`src/rtl/hazard_stall_unit_if.sv`:
```
// Hazard/stall control bundle between the ID/EX/MEM datapath and
// the hazard unit.
interface hazard_stall_unit_if;
  logic        re_mem_EX;
  logic        we_rf_EX;
  logic [3:0]  dst_addr_EX;
  logic [3:0]  p0_addr_ID;
  logic [3:0]  p1_addr_ID;
  logic        p0_used_ID;
  logic        p1_used_ID;
  logic        branch_taken_EX;
  logic        mem_busy;
  logic        stall_IF_ID;
  logic        bubble_ID_EX;
  logic        flush_IF_ID;
  logic        freeze;
  logic [15:0] stall_cnt;

  modport master (
    output re_mem_EX, we_rf_EX, dst_addr_EX,
    output p0_addr_ID, p1_addr_ID,
    output p0_used_ID, p1_used_ID,
    output branch_taken_EX, mem_busy,
    input  stall_IF_ID, bubble_ID_EX,
    input  flush_IF_ID, freeze, stall_cnt
  );

  modport slave (
    input  re_mem_EX, we_rf_EX, dst_addr_EX,
    input  p0_addr_ID, p1_addr_ID,
    input  p0_used_ID, p1_used_ID,
    input  branch_taken_EX, mem_busy,
    output stall_IF_ID, bubble_ID_EX,
    output flush_IF_ID, freeze, stall_cnt
  );
endinterface

```
`src/rtl/hazard_stall_unit.sv`:
```
// Pipeline hazard unit: load-use stall, branch flush, memory freeze.
// Optional stall counter enabled by HAZARD_STALL_CNT_EN.
module hazard_stall_unit #(
    parameter int unsigned FLUSH_CYCLES = 1
) (
    input logic clk,
    input logic rst_n,
    hazard_stall_unit_if.slave hz
);

    typedef enum logic [1:0] {
        RUN,
        FLUSH,
        MWAIT
    } state_t;

    localparam logic [1:0] FC_LOAD = 2'(FLUSH_CYCLES - 1);

    state_t     state_q;
    state_t     state_d;
    state_t     eff;
    logic [1:0] fcnt_q;
    logic [1:0] fcnt_d;
    logic       p0_hit;
    logic       p1_hit;
    logic       lu;
    logic       stall;
    logic       bubble;
    logic       flush;
    logic       frz;

    assign p0_hit = hz.p0_used_ID
                  & (hz.p0_addr_ID == hz.dst_addr_EX);
    assign p1_hit = hz.p1_used_ID
                  & (hz.p1_addr_ID == hz.dst_addr_EX);
    assign lu = hz.re_mem_EX & hz.we_rf_EX
              & (hz.dst_addr_EX != 4'd0)
              & (p0_hit | p1_hit);

    always_comb begin
        // Leaving MWAIT re-evaluates inputs in the same cycle
        eff = state_q;
        if (state_q == MWAIT && !hz.mem_busy) begin
            eff = (fcnt_q != 2'd0) ? FLUSH : RUN;
        end
        state_d = state_q;
        fcnt_d  = fcnt_q;
        stall   = 1'b0;
        bubble  = 1'b0;
        flush   = 1'b0;
        frz     = 1'b0;
        case (eff)
            RUN: begin
                state_d = RUN;
                if (hz.mem_busy) begin
                    frz     = 1'b1;
                    state_d = MWAIT;
                end else if (hz.branch_taken_EX) begin
                    flush   = 1'b1;
                    bubble  = 1'b1;
                    fcnt_d  = FC_LOAD;
                    state_d = (FLUSH_CYCLES > 1) ? FLUSH : RUN;
                end else if (lu) begin
                    stall  = 1'b1;
                    bubble = 1'b1;
                end
            end
            FLUSH: begin
                if (hz.mem_busy) begin
                    frz     = 1'b1;
                    state_d = MWAIT;
                end else begin
                    flush   = 1'b1;
                    bubble  = 1'b1;
                    fcnt_d  = fcnt_q - 2'd1;
                    state_d = (fcnt_q <= 2'd1) ? RUN : FLUSH;
                end
            end
            MWAIT: begin
                frz     = 1'b1;
                state_d = MWAIT;
            end
            default: begin
                state_d = RUN;
                fcnt_d  = 2'd0;
            end
        endcase
    end

    always_ff @(posedge clk) begin
        if (!rst_n) begin
            state_q <= RUN;
            fcnt_q  <= 2'd0;
        end else begin
            state_q <= state_d;
            fcnt_q  <= fcnt_d;
        end
    end

    assign hz.stall_IF_ID  = rst_n & stall;
    assign hz.bubble_ID_EX = rst_n & bubble;
    assign hz.flush_IF_ID  = rst_n & flush;
    assign hz.freeze       = rst_n & frz;

`ifdef HAZARD_STALL_CNT_EN
    logic [15:0] cnt_q;

    always_ff @(posedge clk) begin
        if (!rst_n) begin
            cnt_q <= 16'd0;
        end else if ((stall | frz) && cnt_q != 16'hFFFF) begin
            cnt_q <= cnt_q + 16'd1;
        end
    end

    assign hz.stall_cnt = cnt_q;
`else
    assign hz.stall_cnt = 16'h0000;
`endif

endmodule

```
`src/flat_wrapper.sv`:
```
// flat-port wrapper written by rule: the top's interface ports become plain ports
module hazard_stall_unit_flat 
#(
    parameter int unsigned FLUSH_CYCLES = 1
)
  (clk, rst_n, hz_re_mem_EX, hz_we_rf_EX, hz_dst_addr_EX, hz_p0_addr_ID, hz_p1_addr_ID, hz_p0_used_ID, hz_p1_used_ID, hz_branch_taken_EX, hz_mem_busy, hz_stall_IF_ID, hz_bubble_ID_EX, hz_flush_IF_ID, hz_freeze, hz_stall_cnt);
  hazard_stall_unit_if hz_i ();
  input logic clk;
  input logic rst_n;
  input wire logic [$bits(hz_i.re_mem_EX)-1:0] hz_re_mem_EX;
  input wire logic [$bits(hz_i.we_rf_EX)-1:0] hz_we_rf_EX;
  input wire logic [$bits(hz_i.dst_addr_EX)-1:0] hz_dst_addr_EX;
  input wire logic [$bits(hz_i.p0_addr_ID)-1:0] hz_p0_addr_ID;
  input wire logic [$bits(hz_i.p1_addr_ID)-1:0] hz_p1_addr_ID;
  input wire logic [$bits(hz_i.p0_used_ID)-1:0] hz_p0_used_ID;
  input wire logic [$bits(hz_i.p1_used_ID)-1:0] hz_p1_used_ID;
  input wire logic [$bits(hz_i.branch_taken_EX)-1:0] hz_branch_taken_EX;
  input wire logic [$bits(hz_i.mem_busy)-1:0] hz_mem_busy;
  output wire logic [$bits(hz_i.stall_IF_ID)-1:0] hz_stall_IF_ID;
  output wire logic [$bits(hz_i.bubble_ID_EX)-1:0] hz_bubble_ID_EX;
  output wire logic [$bits(hz_i.flush_IF_ID)-1:0] hz_flush_IF_ID;
  output wire logic [$bits(hz_i.freeze)-1:0] hz_freeze;
  output wire logic [$bits(hz_i.stall_cnt)-1:0] hz_stall_cnt;
  assign hz_i.re_mem_EX = hz_re_mem_EX;
  assign hz_i.we_rf_EX = hz_we_rf_EX;
  assign hz_i.dst_addr_EX = hz_dst_addr_EX;
  assign hz_i.p0_addr_ID = hz_p0_addr_ID;
  assign hz_i.p1_addr_ID = hz_p1_addr_ID;
  assign hz_i.p0_used_ID = hz_p0_used_ID;
  assign hz_i.p1_used_ID = hz_p1_used_ID;
  assign hz_i.branch_taken_EX = hz_branch_taken_EX;
  assign hz_i.mem_busy = hz_mem_busy;
  assign hz_stall_IF_ID = hz_i.stall_IF_ID;
  assign hz_bubble_ID_EX = hz_i.bubble_ID_EX;
  assign hz_flush_IF_ID = hz_i.flush_IF_ID;
  assign hz_freeze = hz_i.freeze;
  assign hz_stall_cnt = hz_i.stall_cnt;
  hazard_stall_unit #(.FLUSH_CYCLES(FLUSH_CYCLES)) u_core (.clk(clk), .rst_n(rst_n), .hz(hz_i));
endmodule
```
`config.mk`:
```
export PLATFORM = sky130hd
export DESIGN_NAME = hazard_stall_unit_flat
export DESIGN_NICKNAME = d
export VERILOG_FILES = /design/src/rtl/hazard_stall_unit_if.sv /design/src/rtl/hazard_stall_unit.sv /design/src/flat_wrapper.sv
export SDC_FILE = /design/constraint.sdc
export NUM_CORES = 1
export LEC_CHECK = 0
export ABC_AREA = 1
export CORE_MARGIN = 1
export CORE_UTILIZATION = 34
export CTS_CLUSTER_DIAMETER = 120
export DETAILED_ROUTE_END_ITERATION = 6
export PLACE_DENSITY = 0.79
export RECOVER_POWER = 50
export SYNTH_ARGS = -nofsm -noshare
export SYNTH_HDL_FRONTEND = slang
export SYNTH_SLANG_ARGS = --single-unit
export TNS_END_PERCENT = 30
```
`constraint.sdc`:
```
create_clock -name clk -period 1.4 [get_ports clk]
set_input_delay 0.21 -clock clk [delete_from_list [all_inputs] [get_ports clk]]
set_output_delay 0.21 -clock clk [all_outputs]
set_load 0.05 [all_outputs]
```
==> flow_results.xml, run 1 <==
<?xml version="1.0" encoding="UTF-8"?>
<metrics>
  <group name="place">
    <metric name="worst_slack_at_placement" unit="ps">-333</metric>
    <metric name="dp.final_hpwl" unit="um">1060</metric>
    <metric name="finalWeightedCongestion" unit="">0.818</metric>
    <metric name="placement.io_buffers" unit="">23</metric>
  </group>
  <group name="worst_setup_path">
    <metric name="startpoint_class_of_the_critical_path" unit="">flip-flop</metric>
    <metric name="path_buf_inv" unit="">3</metric>
    <metric name="crit_path_max_incr_delay" unit="ps">320</metric>
    <metric name="timing_worst_setup_path_type" unit="">reg2out</metric>
    <metric name="critPathArrivalTime" unit="ps">1230</metric>
    <metric name="cp_data_required_time" unit="ps">1190</metric>
    <metric name="timing.critical_path.cells" unit="">inv_2 &gt; ha_4 &gt; inv_2 &gt; nand3_4 &gt; nand3_4 &gt; nand2_4 &gt; nand2_4 &gt; buf_12</metric>
    <metric name="timing.critical_path.max_delay_family" unit="">flip-flops</metric>
    <metric name="critPathCaptureType" unit="">output pin</metric>
    <metric name="biggest_fanout_along_the_worst_timing_path" unit="">3</metric>
    <metric name="worst_r2r_path_depth" unit="">11</metric>
    <metric name="critical_path_depth" unit="">8</metric>
    <metric name="crit_path_top_delay_cell" unit="">sky130_fd_sc_hd__dfxtp_2</metric>
  </group>
  <group name="sta">
    <metric name="hold_viol" unit="">0</metric>
    <metric name="fin_ws" unit="ps">-44.7</metric>
    <metric name="fin_setup_tns" unit="ps">-109</metric>
    <metric name="finalCritPeriodShare" unit="">1.03</metric>
    <metric name="hold_slack" unit="ps">500</metric>
    <metric name="worst_clock_skew_on_the_final_layout" unit="ps">3.61</metric>
    <metric name="final-max-slew-violation-count" unit="">0</metric>
    <metric name="clock.fmax" unit="MHz">692</metric>
    <metric name="layout_min_cycle_time" unit="ps">1440</metric>
    <metric name="finalSetupViolations" unit="">3</metric>
    <metric name="grt_setup_unrepaired" unit="">yes</metric>
  </group>
  <group name="floorplanning">
    <metric name="die-width" unit="um">42.4</metric>
    <metric name="pin_count" unit="">40</metric>
    <metric name="die-height" unit="um">42.4</metric>
    <metric name="floorplan.die_area" unit="sq um">1800</metric>
    <metric name="effective_utilization_at_floorplan" unit="">0.368</metric>
    <metric name="number_of_standard_cell_rows_in_the_floorplan" unit="">14</metric>
    <metric name="fp.coreArea" unit="sq um">1510</metric>
  </group>
  <group name="final_layout">
    <metric name="multi_input_comb_area" unit="sq um">408</metric>
    <metric name="layout.cells.most_common" unit="">sky130_fd_sc_hd__nand2_1</metric>
    <metric name="layout_common_cells" unit="">sky130_fd_sc_hd__nand2_1 (21), sky130_fd_sc_hd__conb_1 (16), sky130_fd_sc_hd__dlygate4sd2_1 (14)</metric>
    <metric name="drive_above_1_share" unit="">0.372</metric>
    <metric name="num-nets-final" unit="">153</metric>
    <metric name="syn2layout_area_growth" unit="%">71.3</metric>
    <metric name="finish.utilization" unit="">0.630</metric>
    <metric name="area.sequential" unit="sq um">83.8</metric>
    <metric name="insertedDiodeCount" unit="">0</metric>
    <metric name="layout_fillers" unit="">130</metric>
  </group>
  <group name="yosys">
    <metric name="synthMuxAreaShare" unit="">0</metric>
    <metric name="yosys_warnings" unit="">0</metric>
    <metric name="netlist.top_cell.by_area" unit="">sky130_fd_sc_hd__buf_4</metric>
    <metric name="simple_gate_fraction_of_synth_area" unit="">0.427</metric>
    <metric name="yosys.area_share.xor_xnor" unit="">0.0316</metric>
    <metric name="synth_compound_gate_area_share" unit="">0.0271</metric>
    <metric name="syn-instance-count" unit="">92</metric>
    <metric name="synth_fa_ha_area_frac" unit="">0.0451</metric>
    <metric name="synth_cell_type_count" unit="">17</metric>
    <metric name="synth_seq_cells" unit="">4</metric>
    <metric name="yosys-top-cells-area" unit="">sky130_fd_sc_hd__buf_4 (22%), sky130_fd_sc_hd__nand2_1 (16%), sky130_fd_sc_hd__dfxtp_1 (14%)</metric>
    <metric name="synth_top_family_by_area" unit="">simple AND/OR/NAND/NOR gates</metric>
    <metric name="syn_area" unit="sq um">554</metric>
    <metric name="synth_top_area_share" unit="">0.217</metric>
    <metric name="syn_avg_cell_area" unit="sq um">6.02</metric>
    <metric name="synth_seq_area_share" unit="">0.144</metric>
  </group>
  <group name="clock_network">
    <metric name="cts_hold_buffers" unit="">0</metric>
    <metric name="cts_buffers" unit="">3</metric>
    <metric name="tritoncts_clock_tree" unit="">done</metric>
    <metric name="clock_path_buffers" unit="">2</metric>
    <metric name="htree_levels" unit="">1</metric>
    <metric name="cts.clk_slew.worst_paths" unit="ps">40</metric>
    <metric name="cts.root.buffer_cell" unit="">sky130_fd_sc_hd__clkbuf_4</metric>
    <metric name="clk_latency" unit="ps">230</metric>
    <metric name="numClockSinks" unit="">4</metric>
  </group>
  <group name="global_routing">
    <metric name="grt_remaining_overflow" unit="">0</metric>
    <metric name="initial_antenna_violation_count" unit="">0</metric>
    <metric name="global_route.usage.total" unit="">0.167</metric>
    <metric name="largest_net_degree_at_the_start_of_global_routing" unit="">7</metric>
    <metric name="grt_first_pass_wirelength" unit="um">2270</metric>
    <metric name="vias_in_the_first_global_route" unit="">596</metric>
  </group>
  <group name="run_status">
    <metric name="failed_checks" unit="">negative setup slack</metric>
    <metric name="outcome" unit="">finished with violations</metric>
  </group>
  <group name="pwr">
    <metric name="p_leak" unit="nW">0.518</metric>
    <metric name="worst_ir_drop_vdd" unit="uV">542</metric>
    <metric name="power.density_cell_area" unit="nW/um^2">565</metric>
  </group>
  <group name="routing">
    <metric name="1st_iter_drt_viols" unit="">5</metric>
    <metric name="route.vias.total" unit="">617</metric>
    <metric name="detail_route.wl_per_cell" unit="um">9.83</metric>
    <metric name="drt-total-wl" unit="um">1430</metric>
    <metric name="detailedRoute.firstPassIterationCount" unit="">4</metric>
    <metric name="antenna_left" unit="">0</metric>
    <metric name="vias_per_cell" unit="">4.26</metric>
    <metric name="drc" unit="">0</metric>
  </group>
  <group name="run">
    <metric name="number_of_maximum_capacitance_violations" unit="">0</metric>
  </group>
  <group name="worst_hold_path">
    <metric name="hold_path_depth" unit="">4</metric>
    <metric name="timing.hold.worst.class" unit="">in2reg</metric>
  </group>
</metrics>
-- metal layers --
layer | global-route usage | routed length [um] | up-vias
met2 | 0.308 | 796 | 26
met1 | 0.174 | 538 | 264
li1 | - | - | 323
met4 | 0.138 | 32 | 0
met3 | 0 | 57 | 4
met5 | 0 | 0 | -
-- final cells by class --
cell class / count / area share
well taps: 16 / 0.0211
clock buffers: 3 / 0.0237
multi-input cells: 72 / 0.430
repair buffers: 35 / 0.378
flip-flops and latches: 4 / 0.0883
inverters: 15 / 0.0593
-- sequential cells by signal, indices dropped and copies added, names as in the netlist --
| register | cells |
|---|---|
| u_core.state_q | 2 |
| u_core.fcnt_q | 2 |
-- through the flow --
stage	instances	power, W	instance area (sq um)
after floorplan	107	0.000322	613
final	145	0.000537	950
after global placement	137	0.000387	848
after CTS	144	0.000539	936
after global routing	145	0.000562	950
after detailed placement	137	0.000392	848
-- tightest hold or removal path, delay by kind of cell --
kind / cells / cell delay (ps)
buffers and inverters: 3 / 400
AND/OR/NAND/NOR: 1 / 80
-- path summary, 6_finish.rpt --
| check | to | slack, ps | from |
|---|---|---|---|
| min reg2reg | u_core.fcnt_q[0] | 520 | u_core.fcnt_q[0] |
| min | u_core.state_q[1] | 500 | hz_mem_busy |
| max reg2reg | u_core.fcnt_q[1] | 60 | u_core.fcnt_q[0] |
| max | hz_bubble_ID_EX | -40 | u_core.fcnt_q[0] |
-- kinds of logic (layout without fill, tap and decap cells) --
group / Yosys count / after routing
AND/OR/NAND/NOR: 49 / 49
buffers and inverters: 31 / 53
flip-flops: 4 / 4
AO/OA/AOI/OAI: 3 / 3
adder cells (fa/ha/maj): 2 / 2
XOR/XNOR: 2 / 2
other: 1 / 16
-- power breakdown --
part	switching, W	internal [W]
combinational	0.000180	0.0000937
clock	0.0000451	0.0000957
sequential	0.00000323	0.000119
-- Yosys cell counts --
cell type	number
sky130_fd_sc_hd__buf_4	16
sky130_fd_sc_hd__a21oi_1	1
sky130_fd_sc_hd__nand2_1	24
sky130_fd_sc_hd__xnor2_1	2
sky130_fd_sc_hd__inv_2	2
sky130_fd_sc_hd__nand3_4	2
sky130_fd_sc_hd__nand2_2	2
sky130_fd_sc_hd__nor2_1	10
sky130_fd_sc_hd__nand3_1	7
sky130_fd_sc_hd__nand3b_1	1
sky130_fd_sc_hd__nor2_2	2
sky130_fd_sc_hd__inv_1	13
sky130_fd_sc_hd__o21ai_0	2
sky130_fd_sc_hd__conb_1	1
sky130_fd_sc_hd__ha_1	2
sky130_fd_sc_hd__dfxtp_1	4
sky130_fd_sc_hd__nor4_1	1
-- repair_timing --
action                                  CTS  global route
pin swaps                                18             7
endpoints found under the setup margin    4             6
buffers inserted                          4             1
resized for setup                        46             2
No activity file was read; power rests on OpenSTA's default activity.
==> inputs of run 2 (changes only) <==
- PLACE_DENSITY: 0.79 -> not set
- PLACE_DENSITY_LB_ADDON: not set -> 0.08
==> flow_results.xml, run 2 (same netlist as run 1, synthesis figures left out) <==
<?xml version="1.0" encoding="UTF-8"?>
<metrics>
  <group name="final_layout">
    <metric name="postLayoutCellArea" unit="sq um">962</metric>
    <metric name="finish.cell_count_without_fillers" unit="">145</metric>
    <metric name="layout_common_cells" unit="">sky130_fd_sc_hd__nand2_1 (20), sky130_fd_sc_hd__conb_1 (16), sky130_fd_sc_hd__dlygate4sd2_1 (12)</metric>
    <metric name="insertedDiodeCount" unit="">0</metric>
    <metric name="layout.cells.most_common" unit="">sky130_fd_sc_hd__nand2_1</metric>
    <metric name="finish.utilization" unit="">0.639</metric>
    <metric name="syn2layout_area_growth" unit="%">73.6</metric>
    <metric name="drive_above_1_share" unit="">0.326</metric>
    <metric name="reg_top3" unit="">u_core.fcnt_q (2), u_core.state_q (2)</metric>
    <metric name="num-nets-final" unit="">153</metric>
  </group>
  <group name="run_status">
    <metric name="outcome" unit="">finished with violations</metric>
    <metric name="failed_checks" unit="">negative setup slack</metric>
  </group>
  <group name="clock_network">
    <metric name="clk_latency" unit="ps">250</metric>
    <metric name="clock_path_buffers" unit="">2</metric>
    <metric name="htree_levels" unit="">1</metric>
    <metric name="cts.root.buffer_cell" unit="">sky130_fd_sc_hd__clkbuf_4</metric>
    <metric name="cts.clk_slew.worst_paths" unit="ps">50</metric>
    <metric name="cts_hold_buffers" unit="">0</metric>
    <metric name="numClockSinks" unit="">4</metric>
    <metric name="tritoncts_clock_tree" unit="">done</metric>
    <metric name="cts_buffers" unit="">3</metric>
  </group>
  <group name="worst_setup_path">
    <metric name="rr_endpoint" unit="">u_core.state_q[0]</metric>
    <metric name="cp-startpoint" unit="">u_core.fcnt_q[0]</metric>
    <metric name="reg2reg_from" unit="">u_core.fcnt_q[0]</metric>
    <metric name="timing.critical_path.cells" unit="">inv_2 &gt; ha_4 &gt; inv_2 &gt; nand3_4 &gt; nand3_4 &gt; nand2_4 &gt; inv_2 &gt; buf_12</metric>
    <metric name="startpoint_class_of_the_critical_path" unit="">flip-flop</metric>
    <metric name="worst_r2r_path_depth" unit="">8</metric>
    <metric name="critPathArrivalTime" unit="ps">1260</metric>
    <metric name="crit_path_max_incr_delay" unit="ps">320</metric>
    <metric name="timing_worst_setup_path_type" unit="">reg2out</metric>
    <metric name="critPathCaptureType" unit="">output pin</metric>
    <metric name="cp_data_required_time" unit="ps">1190</metric>
    <metric name="rrSetupSlack" unit="ps">130</metric>
    <metric name="crit_path_frequent_cell" unit="">sky130_fd_sc_hd__inv_2</metric>
    <metric name="biggest_fanout_along_the_worst_timing_path" unit="">3</metric>
    <metric name="cp-endpoint" unit="">hz_flush_IF_ID</metric>
    <metric name="crit_path_top_delay_cell" unit="">sky130_fd_sc_hd__dfxtp_2</metric>
  </group>
  <group name="floorplanning">
    <metric name="die-height" unit="um">42.4</metric>
    <metric name="pin_count" unit="">40</metric>
    <metric name="number_of_standard_cell_rows_in_the_floorplan" unit="">14</metric>
    <metric name="floorplan.die_area" unit="sq um">1800</metric>
    <metric name="die-width" unit="um">42.4</metric>
    <metric name="fp.coreArea" unit="sq um">1510</metric>
    <metric name="effective_utilization_at_floorplan" unit="">0.368</metric>
  </group>
  <group name="pwr">
    <metric name="p_leak" unit="nW">0.548</metric>
    <metric name="worst_ir_drop_vdd" unit="uV">413</metric>
    <metric name="power.density_cell_area" unit="nW/um^2">576</metric>
  </group>
  <group name="routing">
    <metric name="detail_route.wl_per_cell" unit="um">9.19</metric>
    <metric name="antenna_left" unit="">0</metric>
    <metric name="detailedRoute.firstPassIterationCount" unit="">5</metric>
    <metric name="vias_per_cell" unit="">4.29</metric>
    <metric name="drc" unit="">0</metric>
    <metric name="1st_iter_drt_viols" unit="">5</metric>
    <metric name="drt-total-wl" unit="um">1330</metric>
    <metric name="route.vias.total" unit="">622</metric>
  </group>
  <group name="sta">
    <metric name="finalSetupViolations" unit="">3</metric>
    <metric name="grt_setup_unrepaired" unit="">yes</metric>
    <metric name="worst_clock_skew_on_the_final_layout" unit="ps">14.6</metric>
    <metric name="layout_min_cycle_time" unit="ps">1470</metric>
    <metric name="hold_viol" unit="">0</metric>
    <metric name="finalCritPeriodShare" unit="">1.05</metric>
    <metric name="final-max-slew-violation-count" unit="">0</metric>
    <metric name="fin_ws" unit="ps">-65.4</metric>
    <metric name="clock.fmax" unit="MHz">682</metric>
  </group>
  <group name="place">
    <metric name="placement.io_buffers" unit="">23</metric>
    <metric name="dp_cells" unit="">136</metric>
    <metric name="dp.final_hpwl" unit="um">947</metric>
    <metric name="post_dp_cell_area" unit="sq um">828</metric>
    <metric name="finalWeightedCongestion" unit="">0.764</metric>
  </group>
  <group name="global_routing">
    <metric name="grt_first_pass_wirelength" unit="um">2080</metric>
    <metric name="global_route.usage.total" unit="">0.154</metric>
    <metric name="initial_antenna_violation_count" unit="">0</metric>
    <metric name="vias_in_the_first_global_route" unit="">523</metric>
    <metric name="largest_net_degree_at_the_start_of_global_routing" unit="">7</metric>
    <metric name="grt_remaining_overflow" unit="">0</metric>
  </group>
  <group name="run">
    <metric name="number_of_maximum_capacitance_violations" unit="">0</metric>
  </group>
  <group name="worst_hold_path">
    <metric name="timing.hold.worst.class" unit="">in2reg</metric>
  </group>
</metrics>
-- run 2: cell types whose count changed in the layout (fill, tap and decap cells not counted), sizes merged --
cell | before | now
clkdlybuf4s50 | 1 | 3
dlygate4sd2 | 14 | 12
clkdlybuf4s15 | 4 | 3
dlymetal6s2s | 0 | 1
-- run 2: routing by layer --
metal	global-route usage	vias up	part of all wire
met1	0.173	270	0.43
met4	0.0750	0	0
met3	0.0647	0	0.062
met5	0	-	0
met2	0.249	31	0.51
li1	-	321	-
-- run 2: worst min path at each step --
stage                           startpoint                 to  cells after the start
final                          hz_mem_busy  u_core.state_q[0]                      6
after CTS                            rst_n   u_core.fcnt_q[0]                      4
after global placement    u_core.fcnt_q[0]   u_core.fcnt_q[0]                      2
after detailed placement  u_core.fcnt_q[0]   u_core.fcnt_q[0]                      2
after global routing           hz_mem_busy  u_core.state_q[0]                      6
after floorplan                      rst_n   u_core.fcnt_q[0]                      2
-- run 2: power breakdown --
part,total (W),internal [W],switching (W)
registers,0.000122,0.000119,0.00000334
clock network,0.000158,0.0000968,0.0000611
logic,0.000274,0.0000936,0.000181
total,0.000554,0.000309,0.000245
-- run 2: through the flow --
step           total power, W  setup TNS [ps]  worst slack [ps]  hold WS, ps
6_report             0.000554            -172             -65.4          490
5_1_grt              0.000587            -375              -124          510
4_1_cts              0.000540            -232             -85.1          493
3_5_place_dp         0.000384            -618              -300          515
3_3_place_gp         0.000384            -581              -278          516
2_1_floorplan        0.000322               0              12.6          333
-- run 2: critical path, delay by kind of cell (launching register included) --
family | cells | cell delay (ps)
simple gates | 3 | 240
fa+ha+maj | 1 | 150
flops | 1 | 320
buf+inv | 4 | 300
-- run 2: final cells by class --
| cell class | count | area, sq um |
|---|---|---|
| well taps | 16 | 20.0 |
| repair buffers | 35 | 352 |
| fillers | 142 | 544 |
| inverters | 15 | 56.3 |
| clock buffers | 3 | 22.5 |
| multi-input cells | 72 | 429 |
| flip-flops and latches | 4 | 82.6 |
-- run 2: what timing repair did --
action / 4_1_cts / 5_1_grt
setup buffers: 3 / 3
gates resized for setup: 32 / 14
pin swaps: 16 / 7
hold endpoints to repair: 0 / 0
endpoints found under the setup margin: 4 / 4
==> inputs of run 3 (changes only) <==
--- a/config.mk
+++ b/config.mk
@@ -12,2 +12,4 @@
 export DETAILED_ROUTE_END_ITERATION = 6
+export GPL_ROUTABILITY_DRIVEN = 0
+export HOLD_SLACK_MARGIN = 0.08
 export PLACE_DENSITY_LB_ADDON = 0.08
==> constraint.sdc (replaced) <==
create_clock -name clk -period 1.4 [get_ports clk]
set_input_delay 0.28 -clock clk [delete_from_list [all_inputs] [get_ports clk]]
set_output_delay 0.28 -clock clk [all_outputs]
set_load 0.05 [all_outputs]
==> flow_results.xml, run 3 (same netlist as run 1, synthesis figures left out) <==
<?xml version="1.0" encoding="UTF-8"?>
<metrics>
  <group name="global_routing">
    <metric name="initial_antenna_violation_count" unit="">0</metric>
    <metric name="grt_remaining_overflow" unit="">0</metric>
    <metric name="largest_net_degree_at_the_start_of_global_routing" unit="">7</metric>
    <metric name="vias_in_the_first_global_route" unit="">531</metric>
    <metric name="grt_first_pass_wirelength" unit="um">2040</metric>
    <metric name="global_route.usage.total" unit="">0.145</metric>
  </group>
  <group name="pwr">
    <metric name="clockPowerShare" unit="">0.273</metric>
    <metric name="combPwrFrac" unit="">0.503</metric>
    <metric name="seq_power_share" unit="">0.225</metric>
    <metric name="p_sw" unit="W">0.000236</metric>
    <metric name="post-layout-total-power" unit="W">0.000541</metric>
    <metric name="power.density_cell_area" unit="nW/um^2">584</metric>
    <metric name="power.switching_fraction" unit="">0.436</metric>
    <metric name="worst_ir_drop_vdd" unit="uV">460</metric>
    <metric name="p_leak" unit="nW">0.516</metric>
    <metric name="intPower" unit="W">0.000305</metric>
  </group>
  <group name="clock_network">
    <metric name="clock_path_buffers" unit="">2</metric>
    <metric name="tritoncts_clock_tree" unit="">done</metric>
    <metric name="htree_levels" unit="">1</metric>
    <metric name="cts_hold_buffers" unit="">0</metric>
    <metric name="cts.root.buffer_cell" unit="">sky130_fd_sc_hd__clkbuf_4</metric>
    <metric name="cts.clk_slew.worst_paths" unit="ps">40</metric>
    <metric name="cts_buffers" unit="">3</metric>
    <metric name="clk_latency" unit="ps">240</metric>
    <metric name="numClockSinks" unit="">4</metric>
  </group>
  <group name="worst_setup_path">
    <metric name="reg2reg_from" unit="">u_core.fcnt_q[0]</metric>
    <metric name="cp-startpoint" unit="">u_core.fcnt_q[0]</metric>
    <metric name="critPathCaptureType" unit="">output pin</metric>
    <metric name="cp_data_required_time" unit="ps">1120</metric>
    <metric name="timing_worst_setup_path_type" unit="">reg2out</metric>
    <metric name="biggest_fanout_along_the_worst_timing_path" unit="">3</metric>
    <metric name="critPathArrivalTime" unit="ps">1250</metric>
    <metric name="rr_endpoint" unit="">u_core.fcnt_q[1]</metric>
    <metric name="rrSetupSlack" unit="ps">50</metric>
    <metric name="startpoint_class_of_the_critical_path" unit="">flip-flop</metric>
    <metric name="worst_r2r_path_depth" unit="">12</metric>
    <metric name="cp-endpoint" unit="">hz_flush_IF_ID</metric>
  </group>
  <group name="floorplanning">
    <metric name="die-height" unit="um">42.4</metric>
    <metric name="fp.coreArea" unit="sq um">1510</metric>
    <metric name="pin_count" unit="">40</metric>
    <metric name="number_of_standard_cell_rows_in_the_floorplan" unit="">14</metric>
    <metric name="floorplan.die_area" unit="sq um">1800</metric>
    <metric name="die-width" unit="um">42.4</metric>
    <metric name="effective_utilization_at_floorplan" unit="">0.368</metric>
  </group>
  <group name="final_layout">
    <metric name="area.sequential" unit="sq um">82.6</metric>
    <metric name="layout_common_cells" unit="">sky130_fd_sc_hd__nand2_1 (19), sky130_fd_sc_hd__conb_1 (16), sky130_fd_sc_hd__buf_4 (11)</metric>
    <metric name="insertedDiodeCount" unit="">0</metric>
    <metric name="layout.cells.most_common" unit="">sky130_fd_sc_hd__nand2_1</metric>
    <metric name="num-nets-final" unit="">152</metric>
    <metric name="reg_top3" unit="">u_core.fcnt_q (2), u_core.state_q (2)</metric>
    <metric name="layout_fillers" unit="">137</metric>
    <metric name="syn2layout_area_growth" unit="%">67.3</metric>
    <metric name="multi_input_comb_area" unit="sq um">429</metric>
    <metric name="drive_above_1_share" unit="">0.398</metric>
  </group>
  <group name="routing">
    <metric name="drc" unit="">0</metric>
    <metric name="detailedRoute.firstPassIterationCount" unit="">4</metric>
    <metric name="drt-total-wl" unit="um">1220</metric>
    <metric name="antenna_left" unit="">0</metric>
    <metric name="route.vias.total" unit="">609</metric>
    <metric name="vias_per_cell" unit="">4.23</metric>
    <metric name="detail_route.wl_per_cell" unit="um">8.44</metric>
    <metric name="1st_iter_drt_viols" unit="">15</metric>
  </group>
  <group name="sta">
    <metric name="grt_setup_unrepaired" unit="">yes</metric>
    <metric name="worst_clock_skew_on_the_final_layout" unit="ps">6.65</metric>
    <metric name="layout_min_cycle_time" unit="ps">1530</metric>
    <metric name="finalCritPeriodShare" unit="">1.10</metric>
    <metric name="hold_viol" unit="">0</metric>
    <metric name="clock.fmax" unit="MHz">652</metric>
    <metric name="fin_ws" unit="ps">-135</metric>
    <metric name="hold_slack" unit="ps">524</metric>
    <metric name="finalSetupViolations" unit="">4</metric>
    <metric name="final-max-slew-violation-count" unit="">0</metric>
  </group>
  <group name="place">
    <metric name="worst_slack_at_placement" unit="ps">-444</metric>
    <metric name="placement.io_buffers" unit="">23</metric>
    <metric name="dp.final_hpwl" unit="um">975</metric>
  </group>
  <group name="run_status">
    <metric name="outcome" unit="">finished with violations</metric>
    <metric name="failed_checks" unit="">negative setup slack</metric>
  </group>
  <group name="run">
    <metric name="number_of_maximum_capacitance_violations" unit="">0</metric>
  </group>
  <group name="worst_hold_path">
    <metric name="timing.hold.worst.class" unit="">reg2reg</metric>
  </group>
</metrics>
run 3: area by class of cell:
| class | instances | area share |
|---|---|---|
| Timing Repair Buffer | 34 | 0.341 |
| Sequential cell | 4 | 0.0891 |
| Clock buffer | 3 | 0.0243 |
| Inverter | 15 | 0.0607 |
| Multi-Input combinational cell | 72 | 0.463 |
| Tap cell | 16 | 0.0216 |
run 3: power groups by stage:
stage	registers [W]	logic, W	clock network, W
after floorplan	0.000122	0.000200	0
final	0.000122	0.000272	0.000148
after global routing	0.000122	0.000294	0.000158
after global placement	0.000122	0.000261	0
after CTS	0.000121	0.000264	0.000148
after detailed placement	0.000123	0.000262	0
run 3: repair_timing:
action,in CTS,in global routing
setup buffers,3,1
pin swaps,20,14
resized for setup,50,13
setup endpoints to repair,4,4
run 3: worst min path at each step:
stage	start	end	slack [ps]	cells after the start
2_1_floorplan	rst_n	u_core.fcnt_q[0]	400	2
6_report	u_core.fcnt_q[0]	u_core.fcnt_q[0]	520	2
3_3_place_gp	u_core.fcnt_q[0]	u_core.fcnt_q[0]	510	2
3_5_place_dp	u_core.fcnt_q[0]	u_core.fcnt_q[0]	520	2
4_1_cts	u_core.fcnt_q[0]	u_core.fcnt_q[0]	520	2
5_1_grt	u_core.fcnt_q[0]	u_core.fcnt_q[0]	530	2
run 3: routing by layer:
metal	routed length (um)	track usage	vias to the layer above
li1	-	-	320
met1	560	0.199	251
met2	543	0.225	36
met3	98	0.0259	2
met4	12	0.0563	0
met5	0	0	-
run 3: per-stage QoR:
step / instance area (sq um) / utilization / setup TNS (ps) / std cells
finish: 927 / 0.615 / -425 / 144
global route: 927 / 0.615 / -609 / 144
CTS: 907 / 0.602 / -415 / 143
detailed placement: 836 / 0.555 / -1200 / 137
global placement: 836 / 0.555 / -1140 / 137
floorplan: 613 / - / -122 / 107
run 3: worst max-delay path: stages (launching register included):
cell and delay (ps):
sky130_fd_sc_hd__dfxtp_2 330, sky130_fd_sc_hd__inv_2 60, sky130_fd_sc_hd__ha_4 150, sky130_fd_sc_hd__inv_2 60
sky130_fd_sc_hd__nand3_4 70, sky130_fd_sc_hd__nand3_4 90, sky130_fd_sc_hd__nand2_4 70, sky130_fd_sc_hd__inv_2 70
sky130_fd_sc_hd__buf_12 130
